==> config.mk <==
export PLATFORM = sky130hd
export DESIGN_NAME = servo_cmd_rx
export DESIGN_NICKNAME = d
export VERILOG_FILES = /design/src/rtl/servo_pkg.sv /design/src/rtl/uart_rx.sv /design/src/rtl/servo_cmd_rx.sv
export SDC_FILE = /design/constraint.sdc
export NUM_CORES = 1
export LEC_CHECK = 0
export ABC_AREA = 1
export CAP_MARGIN = 20
export CORE_ASPECT_RATIO = 1.5
export CORE_MARGIN = 2
export CORE_UTILIZATION = 40
export DETAILED_ROUTE_END_ITERATION = 10
export PLACE_DENSITY_LB_ADDON = 0.08
export SKIP_LAST_GASP = 1
export SYNTH_ARGS = -nofsm -noshare
export SYNTH_HDL_FRONTEND = slang
export SYNTH_SLANG_ARGS = --single-unit
export TNS_END_PERCENT = 50
==> constraint.sdc <==
create_clock -name clk -period 1.9 [get_ports clk]
set_input_delay 0.38 -clock clk [delete_from_list [all_inputs] [get_ports clk]]
set_output_delay 0.38 -clock clk [all_outputs]
set_load 0.005 [all_outputs]
==> src/rtl/servo_pkg.sv <==
// Shared constants and state encodings for the remote servo command path.
// The duty defaults match the servo/PWM stage that consumes duty_cycle.
package servo_pkg;

  localparam logic [7:0] SYNC_BYTE    = 8'hA5;
  localparam int         DUTY_MIN_DEF = 2;
  localparam int         DUTY_MAX_DEF = 4;

  typedef enum logic [1:0] {SYNC, POS, CHK} parser_state_t;
  typedef enum logic [1:0] {IDLE, START, DATA, STOP} uart_state_t;

endpackage

==> src/rtl/uart_rx.sv <==
// 8N1 UART receiver with a 2-flop input synchronizer.
// Emits a one-cycle byte strobe, or a one-cycle stop_err on a bad stop bit.
module uart_rx
  import servo_pkg::*;
#(
  parameter int CLK_FREQ = 25_000_000,
  parameter int BAUD     = 115_200
) (
  input  logic       clk,
  input  logic       rst,
  input  logic       rx,
  output logic [7:0] data,
  output logic       data_valid,
  output logic       stop_err
);

  localparam int CLKS_PER_BIT = CLK_FREQ / BAUD;
  localparam int CNT_W        = $clog2(CLKS_PER_BIT + 1);
  localparam logic [CNT_W-1:0] BIT_LAST  = CNT_W'(CLKS_PER_BIT - 1);
  localparam logic [CNT_W-1:0] HALF_LAST = CNT_W'(CLKS_PER_BIT / 2 - 1);

  uart_state_t      state_reg;
  logic [1:0]       sync_reg;
  logic             rx_prev_reg;
  logic [CNT_W-1:0] cnt_reg;
  logic [2:0]       bit_idx_reg;
  logic [7:0]       shift_reg;
  logic             wait_high_reg;
  logic             rx_s;

  assign rx_s = sync_reg[1];

  always_ff @(posedge clk) begin
    if (rst) begin
      sync_reg      <= 2'b11;
      rx_prev_reg   <= 1'b1;
      state_reg     <= IDLE;
      cnt_reg       <= '0;
      bit_idx_reg   <= '0;
      shift_reg     <= '0;
      wait_high_reg <= 1'b0;
      data          <= '0;
      data_valid    <= 1'b0;
      stop_err      <= 1'b0;
    end else begin
      sync_reg    <= {sync_reg[0], rx};
      rx_prev_reg <= rx_s;
      data_valid  <= 1'b0;
      stop_err    <= 1'b0;
      case (state_reg)
        IDLE: begin
          cnt_reg <= '0;
          if (rx_prev_reg && !rx_s) state_reg <= START;
        end
        START: begin
          if (cnt_reg == HALF_LAST) begin
            cnt_reg     <= '0;
            bit_idx_reg <= '0;
            state_reg   <= rx_s ? IDLE : DATA;
          end else begin
            cnt_reg <= cnt_reg + 1'b1;
          end
        end
        DATA: begin
          if (cnt_reg == BIT_LAST) begin
            cnt_reg     <= '0;
            shift_reg   <= {rx_s, shift_reg[7:1]};
            bit_idx_reg <= bit_idx_reg + 1'b1;
            if (bit_idx_reg == 3'd7) state_reg <= STOP;
          end else begin
            cnt_reg <= cnt_reg + 1'b1;
          end
        end
        STOP: begin
          // After a bad stop bit, hold here until the line returns high so a
          // break condition cannot be mistaken for a new start bit.
          if (wait_high_reg) begin
            if (rx_s) begin
              wait_high_reg <= 1'b0;
              state_reg     <= IDLE;
            end
          end else if (cnt_reg == BIT_LAST) begin
            cnt_reg <= '0;
            if (rx_s) begin
              data       <= shift_reg;
              data_valid <= 1'b1;
              state_reg  <= IDLE;
            end else begin
              stop_err      <= 1'b1;
              wait_high_reg <= 1'b1;
            end
          end else begin
            cnt_reg <= cnt_reg + 1'b1;
          end
        end
        default: state_reg <= IDLE;
      endcase
    end
  end

endmodule

==> src/rtl/servo_cmd_rx.sv <==
// Remote servo command receiver: parses A5/P/~P packets from the UART and
// maps the position byte onto a duty value between DUTY_MIN and DUTY_MAX.
module servo_cmd_rx
  import servo_pkg::*;
#(
  parameter int CLK_FREQ       = 25_000_000,
  parameter int BAUD           = 115_200,
  parameter int DUTY_MIN       = DUTY_MIN_DEF,
  parameter int DUTY_MAX       = DUTY_MAX_DEF,
  parameter int DUTY_W         = 32,
  parameter int TIMEOUT_CYCLES = 50_000
) (
  input  logic              clk,
  input  logic              rst,
  input  logic              rx,
  output logic [DUTY_W-1:0] duty_cycle,
  output logic              duty_valid,
  output logic              frame_err,
  output logic [7:0]        position
);

  localparam int TMO_W = $clog2(TIMEOUT_CYCLES + 1);
  localparam int PW    = DUTY_W + 9;
  localparam logic [TMO_W-1:0] TMO_LAST = TMO_W'(TIMEOUT_CYCLES - 1);

  logic [7:0]        byte_data;
  logic              byte_valid;
  logic              stop_err;
  parser_state_t     state_reg;
  logic [7:0]        pos_cand_reg;
  logic [TMO_W-1:0]  tmo_cnt_reg;
  logic [PW-1:0]     scaled;
  logic [DUTY_W-1:0] commit_duty;

  uart_rx #(
    .CLK_FREQ(CLK_FREQ),
    .BAUD    (BAUD)
  ) u_uart (
    .clk       (clk),
    .rst       (rst),
    .rx        (rx),
    .data      (byte_data),
    .data_valid(byte_valid),
    .stop_err  (stop_err)
  );

  // Scale P by the span of duty values; the >>8 keeps the result <= DUTY_MAX.
  always_comb begin
    scaled      = (PW'(pos_cand_reg) * PW'(DUTY_MAX - DUTY_MIN + 1)) >> 8;
    commit_duty = DUTY_W'(scaled) + DUTY_W'(DUTY_MIN);
  end

  always_ff @(posedge clk) begin
    if (rst) begin
      state_reg    <= SYNC;
      pos_cand_reg <= '0;
      tmo_cnt_reg  <= '0;
      duty_cycle   <= DUTY_W'(DUTY_MIN);
      position     <= '0;
      duty_valid   <= 1'b0;
      frame_err    <= 1'b0;
    end else begin
      duty_valid <= 1'b0;
      frame_err  <= 1'b0;
      if (stop_err) begin
        frame_err   <= 1'b1;
        state_reg   <= SYNC;
        tmo_cnt_reg <= '0;
      end else if (byte_valid) begin
        tmo_cnt_reg <= '0;
        case (state_reg)
          SYNC: if (byte_data == SYNC_BYTE) state_reg <= POS;
          POS: begin
            pos_cand_reg <= byte_data;
            state_reg    <= CHK;
          end
          CHK: begin
            state_reg <= SYNC;
            if (byte_data == ~pos_cand_reg) begin
              duty_cycle <= commit_duty;
              position   <= pos_cand_reg;
              duty_valid <= 1'b1;
            end else begin
              frame_err <= 1'b1;
            end
          end
          default: state_reg <= SYNC;
        endcase
      end else if (state_reg != SYNC) begin
        if (tmo_cnt_reg == TMO_LAST) begin
          frame_err   <= 1'b1;
          state_reg   <= SYNC;
          tmo_cnt_reg <= '0;
        end else begin
          tmo_cnt_reg <= tmo_cnt_reg + 1'b1;
        end
      end else begin
        tmo_cnt_reg <= '0;
      end
    end
  end

endmodule

# Word level (Yosys, flattened, before mapping)
# Cells that the tools add are included.
[totals] out_inout_bits=42 regBits=103 inputBits=3
[op_classes] addsub=4 n_reduce_logical=20 n_bitwise=8 multipliers=1 muxes=32 eq_ne=18
[op_table] operator="8-bit case mux with 4 select lines" n=1
[op_table] operator="2-bit 2-to-1 mux" n=12
[op_table] operator="8-bit 2-to-1 mux" n=3
[op_table] operator="16-bit by 1-bit adder with 16-bit output (second input constant)" n=1
[op_table] operator="16-bit equality test (second input constant)" n=1
[op_table] operator="8-bit equality test (second input constant)" n=2
[op_table] operator="1-bit 2-to-1 mux" n=11
[op_table] operator="8-bit by 2-bit multiplier with 10-bit output (second input constant)" n=1
[op_table] operator="3-bit AND reduction" n=3
[op_table] operator="8-bit by 1-bit adder with 8-bit output (second input constant)" n=1
[op_table] operator="8-bit by 7-bit equality test with 1-bit output (second input constant)" n=1
[op_table] operator="8-bit equality test" n=1
[op_table] operator="2-bit by 1-bit inequality test with 1-bit output (second input constant)" n=4
[op_table] operator="8-bit inverter" n=1
[op_table] operator="2-bit case mux with 4 select lines" n=1
[op_table] operator="4-bit AND reduction" n=2
[op_table] operator="2-bit nonzero test" n=4
[op_table] operator="4-bit OR reduction" n=2
[op_table] operator="1-bit inverter" n=7
[op_table] operator="2-bit equality test (second input constant)" n=3
[op_table] operator="3-bit 2-to-1 mux" n=2
[op_table] operator="3-bit case mux with 2 select lines" n=1
[op_table] operator="5-bit AND reduction" n=1
[op_table] operator="5-bit OR reduction" n=1
[op_table] operator="other kinds (14)" n=16

# Logic depth before layout (Yosys ltp)
[logic_depth] word_depth=6 depth_mapped=11

# Modules after synthesis
# From an unflattened synthesis, not the netlist that was laid out.
[unflattened] cells_unflattened=578 hier_area_um2=4018.9
[by_module_without_submodules] module="servo_cmd_rx" area_each_um2=2397.3 cells_each=368 seq_area_each_um2=780.7 instances=1
[by_module_without_submodules] module="uart_rx" area_each_um2=1621.6 cells_each=210 seq_area_each_um2=700.7 instances=1

# Least setup slack after synthesis
# No wires, ideal clock.
[synth_path] kind="reg-to-reg" from="register tmo_cnt_reg[0]" to="register tmo_cnt_reg[8]" stages_incl_launch_ff=10 slack_ps=440 n_path_buf=1 arrival_ps=1345 setup_ps=114 cell_sequence="dfxtp_1 > ha_1 > nand2_1 > inv_1 > nand2_1 > nor2_1 > nand4_1 > nand2_2 > buf_6 > nor2_1"
[synth_between] elab_chain_cells=2 elab_cells_between_ends=3
[synth_lines] element="start: declaration" line="servo_cmd_rx.sv:31" rtl="logic [TMO_W-1:0] tmo_cnt_reg;"
[synth_lines] element="start signal: assignment" line="servo_cmd_rx.sv:95" rtl="tmo_cnt_reg <= tmo_cnt_reg + 1'b1;"
[synth_lines] element="parallel branches: the longest is 2 deep, another holds 16-bit by 1-bit adder with 16-bit output"
# Parallel ways; which one is timed is not known.
# A chain may end at the register's enable or synchronous reset.

# Final worst setup path
[layout_path] from="register tmo_cnt_reg[0]" to="register tmo_cnt_reg[11]"
# The elaborated chain is that of the path after synthesis.

==> run_results.csv <==
group,metric,value,unit
outcome,outcome,"completed",
sta,finalSetupViolCount,0,
floorplanning,ios,45,
clocking,post_cts_buffers,0,
clocking,tritoncts,"built",
sta,finClkSkew,0.00551,ns
routing,drc,0,
sta,setup_tns,0,ns
synth,synth_area,0.00384,mm2
routing,drt-pass1-iter-count,4,
clocking,worstSkewPairLatency,0.33,ns
power_and_ir_drop,worst_ir_drop_vdd,0.677,mV
power_and_ir_drop,power_density,777,mW/mm2
placed_design,io_buffers,15,
clocking,clockBufferDepth,2,
floorplanning,fp.dieW,84.0,um
clocking,cts_hold_buf,0,
routing,vias_per_cell,4.71,
setup_path,arrival,1.86,ns
routing,drt_iter0_markers,167,
synth,ys_seq_area_share,38.6,%
cells_and_area,largest_reg_flops,16,
sta,fin_crit,1.65,ns
clocking,cts.root.buffer_cell,"clkbuf_16",
sta,fin_crit_sh,87.0,%
sta,rsz0062_at_grt,"no",
setup_path,worst_setup_path_start_kind,"flop",
clocking,clkTransAtPathRegs,0.05,ns
clocking,numCtsBuffers,9,
routing,routedWlPerCell,12.0,um
global_routing,grt.total_usage,16.8,%
global_routing,grt_max_degree,34,
sta,finalHoldViolCount,0,
synth,synth_edf_count,0,
sta,max_freq,605,MHz
routing,ant_nets,0,
cells_and_area,diodes,0,
clocking,cts_resized,0,
placed_design,hpwl,6.12,mm
cells_and_area,n_fill_cell,972,
cells_and_area,drive_gt1_share,8.60,%
cells_and_area,final-instance-count-excl-fill,682,
routing,num_vias,3211,
global_routing,grt_pass1_wl,13.8,mm
routing,finalWirelength,8.17,mm
cells_and_area,area_delta_synth_final,13.8,%
synth,ys_warn_count,0,
cells_and_area,fin_util,47.0,%
min_path,worst_hold_path_type,"reg -> reg",
sta,slew_viol_final,0,
power_and_ir_drop,p_leak,0.00180,uW
setup_path,path_class,"reg -> reg",
cells_and_area,nets,581,
synth,yosysUniqueCellTypes,35,
setup_path,end_kind,"flop",
floorplanning,rows,43,
cells_and_area,seqCellArea,0.00148,mm2
setup_path,worstPathMaxFanout,14,
floorplanning,core_area,0.00931,mm2
setup_path,required,2.11,ns
placed_design,dp.cells,666,
global_routing,grt_pass1_vias,3018,
synth,synth_seq_cells,74,
sta,hold_ws,0.407,ns
synth,async_flop_share,0,%
floorplanning,start_util,41.3,%
floorplanning,dieArea,0.0104,mm2
clocking,h-tree-depth,3,
synth,synth_ff_type,"dfxtp_1",
global_routing,grt_antenna_before_repair,0,
cells_and_area,multi_input_area,0.00192,mm2
global_routing,overflow,0,
clocking,cts_sinks,74,
placed_design,place.gp.congestion,0.786,
floorplanning,die_y,124,um
synth,syn_inst,537,
run,drv_cap,0,
synth,syn_area_per_cell,7.15,um2
-- worst max-delay path, stage by stage (launching register included) --
cell,delay [ns]
dfxtp_1,0.35
ha_1,0.17
nand2_1,0.10
inv_1,0.09
nand2_1,0.08
nor2_1,0.14
nand4_1,0.22
nand2_2,0.30
nor3b_1,0.09
-- cells in the mapped netlist (3+ instances only) --
master / instances / area share (%)
clkbuf_1: 4 / 0.39
a21oi_1: 37 / 4.8
nand2_1: 99 / 9.7
nand4_1: 10 / 1.6
nor3b_1: 3 / 0.59
nor2_1: 81 / 7.9
or2_2: 3 / 0.49
nor3_1: 12 / 1.6
a211oi_1: 5 / 0.98
inv_1: 69 / 6.7
o21ai_0: 32 / 4.2
xor2_1: 9 / 2.1
buf_6: 3 / 0.88
ha_1: 13 / 4.2
nand3_1: 28 / 3.6
dfxtp_1: 74 / 39
buf_4: 29 / 5.7
-- per-layer routing --
metal / vias up / share of wire (%) / GRT usage [%]
met5: - / 0 / 0
met4: 0 / 1.3 / 6.75
met3: 8 / 3.1 / 4.24
met2: 56 / 53 / 31.6
met1: 1427 / 43 / 18.1
li1: 1720 / - / -
-- stage by stage --
stage,total power [uW],setup WS (ns),area [um2]
detailed placement,1710,0.0945,4070
global placement,1710,0.148,4070
floorplan,1720,0.440,3950
global route,3520,0.0235,4370
finish,3390,0.247,4370
CTS,3440,0.232,4370
-- path summary, 6_finish.rpt --
| check | start | to | slack, ns | depth (start not counted) |
|---|---|---|---|---|
| worst max register to register | tmo_cnt_reg[0]$_SDFF_PP0_ | tmo_cnt_reg[11]$_SDFF_PP0_ | 0.25 | 8 |
| worst min register to register | u_uart.sync_reg[0]$_SDFF_PP1_ | u_uart.sync_reg[1]$_SDFF_PP1_ | 0.41 | 1 |
| worst max-delay path | tmo_cnt_reg[0]$_SDFF_PP0_ | tmo_cnt_reg[11]$_SDFF_PP0_ | 0.25 | 8 |
| worst min-delay path | u_uart.sync_reg[0]$_SDFF_PP1_ | u_uart.sync_reg[1]$_SDFF_PP1_ | 0.41 | 1 |
-- cells in the final DEF, fill, tap and decap left out, drive strengths merged, types with 2 or more instances in the layout --
cell	count
o21ai	34
nor3b	3
inv	69
nand3	28
clkdlybuf4s50	15
a21oi	37
nor4	2
nand4	10
buf	13
nor3	15
clkbuf	11
a211oi	7
or2	3
ha	13
xor2	9
conb	29
clkinv	4
dfxtp	74
nand2	103
nor2	84
-- power by group --
group | total (uW) | internal (uW) | switching (uW)
clock | 1720 | 1080 | 638
sequential | 1570 | 1560 | 11.4
combinational | 102 | 30.5 | 71.9
total | 3390 | 2670 | 722
-- logic make-up (layout without fill, tap and decap cells) --
group	after synthesis	count (layout)	share of synthesized area, %
adders and majority gates	13	13	4.23
xor gates and xnor gates	9	9	2.05
DFF	74	74	38.6
and+or+nand+nor	248	248	28.8
other	1	29	0.0976
buffers and inverters	109	114	14.3
AOI/OAI and AO/OA	83	83	12.0
-- layout make-up --
| class | instances | area share, % |
|---|---|---|
| Clock buffer | 11 | 5.78 |
| Multi-Input combinational cell | 382 | 43.8 |
| Inverter | 70 | 6.12 |
| Timing Repair Buffer | 28 | 5.95 |
| Tap cell | 112 | 3.21 |
| Sequential cell | 74 | 33.9 |
| Clock inverter | 5 | 1.20 |
No activity file was read; power rests on OpenSTA's default activity.
